<file path="src/rtl/sevenseg_time_display.sv">
// Multiplexed 4-digit common-anode 7-segment driver for BCD time digits.
// One digit per scan slot; digits are snapshotted at each frame start so a
// frame never mixes old and new time. The colon dp blinks on the idx 2 slot.
module sevenseg_time_display #(
  parameter int unsigned SCAN_DIV  = 100000,
  parameter int unsigned BLINK_DIV = 50000000
) (
  input  logic       clk,
  input  logic       rst,
  input  logic       en,
  input  logic       mode,
  input  logic       blank_lead,
  input  logic [3:0] s1,
  input  logic [3:0] s2,
  input  logic [3:0] m1,
  input  logic [3:0] m2,
  input  logic [3:0] h1,
  input  logic [3:0] h2,
  output logic [6:0] seg,
  output logic       dp,
  output logic [3:0] an
);

  localparam int unsigned SCAN_W  = (SCAN_DIV  > 1) ? $clog2(SCAN_DIV)  : 1;
  localparam int unsigned BLINK_W = (BLINK_DIV > 1) ? $clog2(BLINK_DIV) : 1;

  localparam logic [SCAN_W-1:0]  SCAN_LAST  = SCAN_W'(SCAN_DIV - 1);
  localparam logic [BLINK_W-1:0] BLINK_LAST = BLINK_W'(BLINK_DIV - 1);

  localparam logic [6:0] SEG_DARK = 7'h7F;
  localparam logic [3:0] AN_DARK  = 4'b1111;

  logic [SCAN_W-1:0]  scan_cnt_q, scan_cnt_d;
  logic [1:0]         idx_q, idx_d;
  logic [BLINK_W-1:0] blink_cnt_q, blink_cnt_d;
  logic               blink_ph_q, blink_ph_d;
  logic [3:0][3:0]    dig_q, dig_d;
  logic               snap_blank_q, snap_blank_d;
  logic [6:0]         seg_q, seg_d;
  logic               dp_q, dp_d;
  logic [3:0]         an_q, an_d;

  // Active-low gfedcba glyph; anything outside 0..9 shows a dash.
  function automatic logic [6:0] bcd_to_seg(input logic [3:0] d);
    case (d)
      4'd0:    return 7'b1000000;
      4'd1:    return 7'b1111001;
      4'd2:    return 7'b0100100;
      4'd3:    return 7'b0110000;
      4'd4:    return 7'b0011001;
      4'd5:    return 7'b0010010;
      4'd6:    return 7'b0000010;
      4'd7:    return 7'b1111000;
      4'd8:    return 7'b0000000;
      4'd9:    return 7'b0010000;
      default: return 7'b0111111;
    endcase
  endfunction

  // Next-state: blink timer, scan timer, frame snapshot and slot outputs.
  always_comb begin
    scan_cnt_d   = scan_cnt_q;
    idx_d        = idx_q;
    blink_cnt_d  = blink_cnt_q;
    blink_ph_d   = blink_ph_q;
    dig_d        = dig_q;
    snap_blank_d = snap_blank_q;
    seg_d        = seg_q;
    dp_d         = dp_q;
    an_d         = an_q;

    // The blink timer runs regardless of en so the colon phase stays steady.
    if (blink_cnt_q == BLINK_LAST) begin
      blink_cnt_d = '0;
      blink_ph_d  = ~blink_ph_q;
    end else begin
      blink_cnt_d = blink_cnt_q + 1'b1;
    end

    if (!en) begin
      scan_cnt_d = '0;
      idx_d      = 2'd0;
      an_d       = AN_DARK;
      seg_d      = SEG_DARK;
      dp_d       = 1'b1;
    end else begin
      if (scan_cnt_q == SCAN_LAST) begin
        scan_cnt_d = '0;
        idx_d      = idx_q + 2'd1;
      end else begin
        scan_cnt_d = scan_cnt_q + 1'b1;
      end

      if (scan_cnt_q == '0) begin
        // Anti-ghost blank while the anode switches to the next digit.
        an_d  = AN_DARK;
        seg_d = SEG_DARK;
        dp_d  = 1'b1;
        if (idx_q == 2'd0) begin
          snap_blank_d = blank_lead;
          dig_d        = mode ? {m2, m1, s2, s1} : {h2, h1, m2, m1};
        end
      end else if (scan_cnt_q == SCAN_W'(1)) begin
        an_d  = ~(4'b0001 << idx_q);
        seg_d = bcd_to_seg(dig_q[idx_q]);
        dp_d  = !((idx_q == 2'd2) && !blink_ph_q);
        if ((idx_q == 2'd3) && snap_blank_q && (dig_q[3] == 4'd0)) begin
          an_d  = AN_DARK;
          seg_d = SEG_DARK;
        end
      end
    end
  end

  // State and output registers with synchronous reset.
  always_ff @(posedge clk) begin
    if (rst) begin
      scan_cnt_q   <= '0;
      idx_q        <= 2'd0;
      blink_cnt_q  <= '0;
      blink_ph_q   <= 1'b0;
      dig_q        <= '0;
      snap_blank_q <= 1'b0;
      seg_q        <= SEG_DARK;
      dp_q         <= 1'b1;
      an_q         <= AN_DARK;
    end else begin
      scan_cnt_q   <= scan_cnt_d;
      idx_q        <= idx_d;
      blink_cnt_q  <= blink_cnt_d;
      blink_ph_q   <= blink_ph_d;
      dig_q        <= dig_d;
      snap_blank_q <= snap_blank_d;
      seg_q        <= seg_d;
      dp_q         <= dp_d;
      an_q         <= an_d;
    end
  end

  assign seg = seg_q;
  assign dp  = dp_q;
  assign an  = an_q;

endmodule

</file>
<file path="config.mk">
export PLATFORM = sky130hd
export DESIGN_NAME = sevenseg_time_display
export DESIGN_NICKNAME = d
export VERILOG_FILES = /design/src/rtl/sevenseg_time_display.sv
export SDC_FILE = /design/constraint.sdc
export NUM_CORES = 1
export LEC_CHECK = 0
export BUFFER_PORTS_ARGS = -buffer_cell sky130_fd_sc_hd__buf_2
export CAP_MARGIN = 15
export CORE_UTILIZATION = 40
export DETAILED_ROUTE_END_ITERATION = 8
export PLACE_DENSITY_LB_ADDON = 0.08
export SYNTH_ARGS = -nofsm -noshare
export SYNTH_HDL_FRONTEND = slang
export SYNTH_SLANG_ARGS = --single-unit
export TNS_END_PERCENT = 10
</file>
<file path="constraint.sdc">
create_clock -name clk -period 3.8 [get_ports clk]
set_input_delay 0.38 -clock clk [delete_from_list [all_inputs] [get_ports clk]]
set_output_delay 0.38 -clock clk [all_outputs]
set_load 0.01 [all_outputs]
</file>
-- Word-level counts from Yosys, hierarchy flattened
Memories as Yosys holds them, arrays and structs flattened.
Cells that the tools add are included.
- bits in registers: 75
- memory bits (read-only): 112
- input port bits: 29
- output and inout bits: 12
- logic and storage cells: 44
- memories kept: 1
- $add $sub $neg: 3
- magnitude comparators: 1
- eq/ne operators: 5
- shift-type cells: 1
- multiplexer cells: 5
- bitwise logic cells: 3
- reduce and logical (&&, ||, !) cells: 13
- memories (name ; words ; bits a word ; read ports ; clocked after memory_dff ; write ports ; RTL line ; source):
    (no name shown) ; 16 ; 7 ; 1 ; 0 ; 0 ; 45 ; case (d)
- operator list (kind ; count):
    adder 26 x 1 -> 26 bit (second input constant) ; 1
    == test 26 bit (second input constant) ; 1
    adder 17 x 1 -> 17 bit (second input constant) ; 1
    == test 17 x 1 -> 1 bit (second input constant) ; 1
    == test 17 bit (second input constant) ; 1
    zero test 17 bit ; 1
    two-way mux 16 bit ; 1
    binary-select mux 4 bit (select 2 bit) ; 1
    two-way mux 4 bit ; 2
    two-way mux 7 bit ; 1
    OR reduction 3 bit ; 2
    == test 2 bit (second input constant) ; 2
    zero test 4 bit ; 1
    inverter 4 bit ; 1
    OR reduction 2 bit ; 2
    left shift 1 x 2 -> 4 bit (first input constant) ; 1
    logical AND 1 bit ; 3
    < comparator 2 x 3 -> 1 bit (second input constant) ; 1
    AND reduction 3 bit ; 1
    adder 2 x 1 -> 2 bit (second input constant) ; 1
    zero test 1 bit ; 2
    zero test 2 bit ; 1
    inverter 1 bit ; 2

-- Logic depth before layout (Yosys ltp)
Gate-level depths: netlist of run 1.
- word-level depth: 4
- gate-level depth with buffers: 9
- gate-level depth less buffers: 8

-- Worst setup path after synthesis of run 1
No wires, ideal clock.
- path type: register -> register
- start point: reg idx_q[0]
- end point: reg seg_q[4] (netlist: seg[4])
- library setup time: 74 ps
- arrival time: 1935 ps
- data required time: 3726 ps
- slack: 1791 ps
- stages on the path, launching flop included: 9
- buffers on the path: 1
- period minus slack after synthesis: 2009 ps
- cells stage by stage: dfxtp_1 -> buf_2 -> mux4_2 -> ha_1 -> inv_1 -> mux2i_1 -> mux2_2 -> and3_1 -> o21ai_0
- word-level cells in the longest chain between the ends: 4
- elaborated cells between the ends (all ways): 7
- classes of those cells: eq/ne (1); mux (3); reduce/logical (2); memory (1)
- RTL lines (element ; RTL line ; source):
    start, declared ; 34 ; logic [1:0] idx_q, idx_d;
    start signal, assigned ; 129 ; idx_q <= idx_d;
    binary-select mux 4 bit (select 2 bit) / == test 2 bit (equally long branches) ; 105, 107 ;
    two-way mux 4 bit (not written as such) / logical AND 1 bit (equally long branches) ; 105, 107 ;
    memory (16 x 7 bit) / logical AND 1 bit (equally long branches) ; -- ;
    two-way mux 7 bit * ; 107 ; if ((idx_q == 2'd3) && snap_blank_q && (dig_q[3] == 4'd0)) begin
    end signal, assigned ; 134 ; seg_q <= seg_d;
    end, declared ; 39 ; logic [6:0] seg_q, seg_d;
Every way passes the cells marked *; elsewhere a longest branch is shown, timed or not. The select of a mux whose other input is x is not followed.
A chain may end at the register's enable or synchronous reset.

-- Worst setup path in the final report of run 1
- start point: reg scan_cnt_q[5]
- end point: reg dig_q[0] (netlist name)
- word-level cells in the longest chain between the ends: 2
- RTL lines (element ; RTL line ; source):
    start, declared ; 33 ; logic [SCAN_W-1:0] scan_cnt_q, scan_cnt_d;
    start signal, assigned ; 128 ; scan_cnt_q <= scan_cnt_d;
    zero test 17 bit ; 94 ; if (scan_cnt_q == '0) begin
    AND reduction 3 bit (no source line) ; -- ;
    end signal, assigned ; 132 ; dig_q <= dig_d;
    end, declared ; 37 ; logic [3:0][3:0] dig_q, dig_d;
Every way passes these cells.

==> key figures, run 1 <==
Synth
  • Top cell type's share of synthesized area: approximately two fifths
  • Syn nets: 448
  • Largest family of logic cells by synthesized area: simple AND/OR/NAND/NOR gates
  • Synth Area in XOR/XNOR: under 10%
  • #FFs+latches synth: 75
  • Cell count after synthesis: roughly 400
  • Avg Synthesized Cell Area: 9.27 um2
  • Post-synthesis compound-gate area fraction: 7.85%
  • Fraction of registers with async set/reset: 0%
  • Ys Warns: 0
  • Seq/Total Area, Yosys: ~40%
  • Mapped Area: approximately 0.0037 mm2
  • Post-synth EDFFs: 0
  • Area leader, netlist: dfxtp_1
  • Synth Area in Adders: ~5%
  • Synth cell types: between 40 and 50
  • Synth area leaders: dfxtp_1 40%, nor2_1 8.3%, mux2i_1 5.9%
  • Simple-gate area share of the yosys netlist: between 20% and 30%
  • Mux cell area share after synthesis: approximately 8.6%
  • Post-synth top flop: dfxtp_1

Clock network
  • CTS sink cnt: 75
  • Resized Gates After CTS: 0
  • Post-CTS Hold Buffers: 0
  • CTS tree: done
  • Clk slew on worst S/H paths: roughly 0.080 ns
  • Clk_lat worst skew: about 0.35 ns
  • TritonCTS Buffers: 9
  • Max Root-Sink Buffers: 2
  • Post-CTS setup buffers: 0
  • CTS HTree Levels: 3
  • Clk root buf: clkbuf_8

Floorplan
  • Initial Utilization: 42.1%
  • Die outline width: between 90 and 100 um
  • Core area: just under 0.009 mm2
  • Die Ht: ~100 um
  • Die area: roughly 0.0097 mm2
  • Site row count: 34
  • I/O pin count: slightly above 40

Timing
  • Tcrit/Tclk final: 62.5%
  • Max transition margin: a little over two fifths
  • Unrepaired setup endpoints after global routing: false
  • Max Clock Freq: 421 MHz
  • Setup WS post-layout: 1.42 ns
  • Setup violators final: 0
  • Final Hold Viols: 0
  • Slew Viols, Final: 0
  • Hold Worst Slack: around 0.27 ns
  • Crit path time final: 2.38 ns
  • Worst-Margin Slew: about 0.85 ns
  • Final setup TNS: 0 ns
  • Fin Clk Skew: about 0.0087 ns

Global routing
  • Total gr overflow: 0
  • Initial antenna violation count: 0
  • Global router's overall resource usage: 16.1%
  • Largest net degree at the start of global routing: 26
  • Vias in the first global route: ~2800
  • First-pass GRT wire length: 12600 um

Placement
  • Post-DP HPWL: between 5000 and 6000 um
  • Gpl congestion: 0.746
  • Placed cells: about 540
  • Port bufs: 40
  • Setup WS pre-CTS: between 1 and 1.5 ns

Power
  • Peak supply drop: 0.184 mV
  • Leak: about 1.6 nW
  • PD cells: around 400 mW/mm2

Worst hold path
  • Worst min-delay path category: in -> reg
  • Hold path depth: 3

Worst setup path
  • Startpoint Class: flip-flop
  • Crit path kind: reg -> reg
  • Crit path max fanout: 15
  • Worst r2r path cells: 6
  • CP Capture Type: flip-flop
  • Critical Path RT: 4.07 ns
  • Arrival time worst endpoint: about 2.6 ns

Drt
  • Final ANT Viol Nets: 0
  • TritonRoute pass-1 iters: 4
  • WL per Instance: roughly 13 um
  • DRT iter0 DRCs: just under 80
  • DR vias: between 2000 and 3000
  • Total wire length: 7120 um
  • Via density: 5.01
  • # DRC: 0

Layout
  • Area growth from synthesis to layout: 12.2%
  • Inserted Diodes: 0
  • Final cell count without fillers: 551
  • Layout cell share with drive strength beyond 1: 19.2%
  • Fin util: between 40% and 50%
  • Commonest non-fill, non-tap cell in the layout: nor2_1
  • # nets final: around 480
  • Most frequent cells in the layout: 83 x nor2_1, 75 x dfxtp_1, 40 x buf_2

Job
  • Max-cap viol count: 0

Outcome
  • Status: finished, final reports clean
critical path, stage by stage (launching register included):
cell and delay [ns]:
dfxtp_1 0.36, or4_4 0.57, nor4_4 0.23, and3_1 0.58, buf_4 0.31, nor2_2 0.05, a211oi_2 0.19
where the power goes:
part	total [mW]	switching (mW)	leakage [nW]	internal, mW
Combinational	0.149	0.0839	0.903	0.0647
Sequential	0.821	0.0146	0.609	0.807
Clock	0.699	0.294	0.113	0.405
Total	1.67	0.392	1.62	1.28
layout make-up:
| class | instances | area [um2] |
|---|---|---|
| timing repair buffer | 42 | 215 |
| clock buffer | 12 | 155 |
| inverter | 18 | 67.6 |
| sequential | 75 | 1500 |
| fill | 889 | 4690 |
| tap | 108 | 135 |
| multi-input combinational | 292 | 2050 |
| clock inverter | 4 | 72.6 |
stage by stage:
step	power (mW)	instance area (um2)
floorplan	0.958	3740
global placement	0.988	3970
detailed placement	0.991	3970
CTS	1.70	4200
global route	1.75	4200
finish	1.67	4200
per-layer routing:
metal	share of wire, %	track usage (%)	up-vias
met5	0	0	-
met1	50	20.8	1260
li1	-	-	1453
met3	3.4	4.18	8
met2	45	26.4	41
met4	1.2	5.17	0
cell usage after synthesis, drive strengths merged (7+ instances only):
cell    instances
ha             15
dfxtp          75
xnor2          22
nand2          17
and3            8
nor2           87
inv            18
nand3          15
buf            13
mux2i          22
nand4          10
a211oi         18
o21ai          10
nor3           10
xor2           19
and4            7
flip-flops by register name (all words and copies together) (netlist names):
signal	flops
an	4
idx_q	2
blink_cnt_q	26
blink_ph_q	1
scan_cnt_q	17
dig_q	16
snap_blank_q	1
seg	7
dp	1
final timing paths:
check / slack, ns / startpoint / endpoint
worst max register to register: 1.42 / scan_cnt_q[5] / dig_q[0]
worst min-delay path: 0.27 / blank_lead / snap_blank_q
worst min register to register: 0.47 / blink_cnt_q[0] / blink_cnt_q[0]
worst max-delay path: 1.42 / scan_cnt_q[5] / dig_q[0]
logic make-up after synthesis:
family	Yosys count
flip-flops	75
adder cells (fa/ha/maj)	15
buffers and inverters	37
multiplexers	27
XOR/XNOR	41
AO/OA/AOI/OAI	33
AND/OR/NAND/NOR	176
(Power assumes the default switching activity.)
==> inputs of run 2 (changes only) <==
==> constraint.sdc (replaced) <==
create_clock -name clk -period 2 [get_ports clk]
set_input_delay 0.2 -clock clk [delete_from_list [all_inputs] [get_ports clk]]
set_output_delay 0.2 -clock clk [all_outputs]
set_load 0.01 [all_outputs]
==> key figures, run 2 (synthesized netlist as in run 1, its figures left out) <==
Drt
  • DRT iter0 DRCs: 62
  • Via density: roughly 5.0
  • DR vias: 2866
  • Final ANT Viol Nets: 0
  • TritonRoute pass-1 iters: 4
  • # DRC: 0
  • Metal1 wirelength: about 3600 um
  • WL per Instance: about 13 um
  • WL met3: 212 um
  • Routed met2 length: between 3000 and 4000 um
  • DR top layer: met4
  • Total wire length: between 7000 and 8000 um

Layout
  • Most frequent cells in the layout: 82 x nor2_1, 72 x dfxtp_1, 40 x buf_2
  • Largest register FFs: 26
  • # nets final: 509
  • Inserted Diodes: 0
  • Fin util: 50.2%
  • Final instance area: 0.00446 mm2
  • Layout fillers: 850
  • Commonest non-fill, non-tap cell in the layout: nor2_1
  • Top reg by flops: blink_cnt_q
  • Area growth from synthesis to layout: 19.2%
  • Biggest regs: blink_cnt_q: 26 flops, scan_cnt_q: 17 flops, dig_q: 16 flops
  • Layout cell share with drive strength beyond 1: between 20% and 30%

Job
  • Max-cap viol count: 0

Timing
  • Setup violators final: 0
  • Worst-Margin Slew: ~0.55 ns
  • Unrepaired setup endpoints after global routing: true
  • Crit path time final: approximately 2 ns
  • Slew Viols, Final: 0
  • Final Hold Viols: 0
  • Fin Clk Skew: approximately 0.0094 ns
  • Tcrit/Tclk final: between 90 and 100%
  • Max transition margin: a little under two thirds
  • Max Clock Freq: ~500 MHz

Placement
  • Gpl congestion: 0.759
  • Post-DP HPWL: between 5000 and 6000 um
  • Area of placed instances: approximately 0.0042 mm2
  • Port bufs: 40

Floorplan
  • Site row count: 34
  • Die Ht: approximately 100 um
  • Core area: 0.00889 mm2
  • Die area: between 0.009 and 0.01 mm2
  • Initial Utilization: roughly 42%
  • I/O pin count: 41
  • Die outline width: about 99 um

Worst setup path
  • Critical Path RT: between 2 and 2.5 ns
  • Crit path max fanout: 17
  • Crit path kind: reg -> reg
  • CP Capture Type: flip-flop
  • Arrival time worst endpoint: roughly 2.2 ns
  • Startpoint Class: flip-flop

Global routing
  • First-pass GRT wire length: 12500 um
  • Global router's overall resource usage: around 16%
  • Largest net degree at the start of global routing: 34
  • Total gr overflow: 0
  • Initial antenna violation count: 0
  • Vias in the first global route: roughly 2700

Clock network
  • Max Root-Sink Buffers: 2
  • CTS HTree Levels: 3
  • CTS tree: done
  • Clk slew on worst S/H paths: 0.07 ns
  • Clk_lat worst skew: approximately 0.34 ns
  • Post-CTS Hold Buffers: 0
  • CTS sink cnt: between 70 and 80
  • Clk root buf: clkbuf_8
  • TritonCTS Buffers: 9

Power
  • Total power: between 2 and 3 mW
  • PD cells: approximately 650 mW/mm2
  • Leak: roughly 1.8 nW
  • Peak supply drop: between 0.2 and 0.3 mV

Outcome
  • Status: finished, final reports clean

Worst hold path
  • Worst min-delay path category: in -> reg
-- run 2: cell types whose count changed in the layout (fill, tap and decap cells not counted), sizes merged --
cell / delta
buf: +26
clkinv: +4
bufinv: -2
clkinvlp: -1
-- run 2: final timing paths --
| path | from | endpoint | slack, ns | cells past startpoint |
|---|---|---|---|---|
| max reg2reg | scan_cnt_q[5] | snap_blank_q | 0.004 | 7 |
| max | scan_cnt_q[5] | snap_blank_q | 0.004 | 7 |
| min reg2reg | blink_cnt_q[0] | blink_cnt_q[0] | 0.46 | 1 |
| min | blank_lead | snap_blank_q | 0.1 | 3 |
-- run 2: routing by layer --
metal  track usage [%]  vias to the layer above
li1                  -                     1508
met1              21.1                     1317
met2              25.7                       33
met3              4.26                        8
met4              4.82                        0
met5                 0                        -
-- run 2: timing repair --
item	CTS	global route
gates cloned	0	1
pin swaps	0	13
endpoints found under the setup margin	6	47
resized for setup	1	20
setup buffers	0	1
-- run 2: area by class of cell --
cell class              count  area [um2]  area share [%]
multi-input cells         292        2110            47.3
flip-flops and latches     75        1510            33.8
repair buffers             69         473            10.6
clock buffers              11         141            3.17
well taps                 108         135            3.03
inverters                  18        67.6            1.51
clock inverters             5        28.8           0.645
-- run 2: per-stage QoR --
step,TNS [ns],hold WS (ns),setup slack (ns),std cells
2_1_floorplan,0,0.347,0.0356,404
3_3_place_gp,0,0.443,0.00912,560
3_5_place_dp,-0.0586,0.453,-0.0293,560
4_1_cts,0,0.0882,0.0140,576
5_1_grt,-0.500,0.0822,-0.0707,578
6_report,0,0.0991,0.00362,578
-- run 2: report_power, final --
| part | leakage [nW] | total (mW) | switching (mW) | internal, mW |
|---|---|---|---|---|
| Combinational | 1.07 | 0.334 | 0.174 | 0.161 |
| Sequential | 0.611 | 1.56 | 0.0263 | 1.53 |
| Clock | 0.0928 | 1.02 | 0.542 | 0.478 |
| Total | 1.77 | 2.91 | 0.742 | 2.17 |
-- run 2: critical path, cell delays in order, from the launching register on --
cell	delay [ns]
dfxtp_2	0.32
or4_4	0.55
nor4_4	0.21
buf_4	0.18
and3_4	0.22
buf_12	0.15
mux2i_1	0.19
nor2_1	0.05
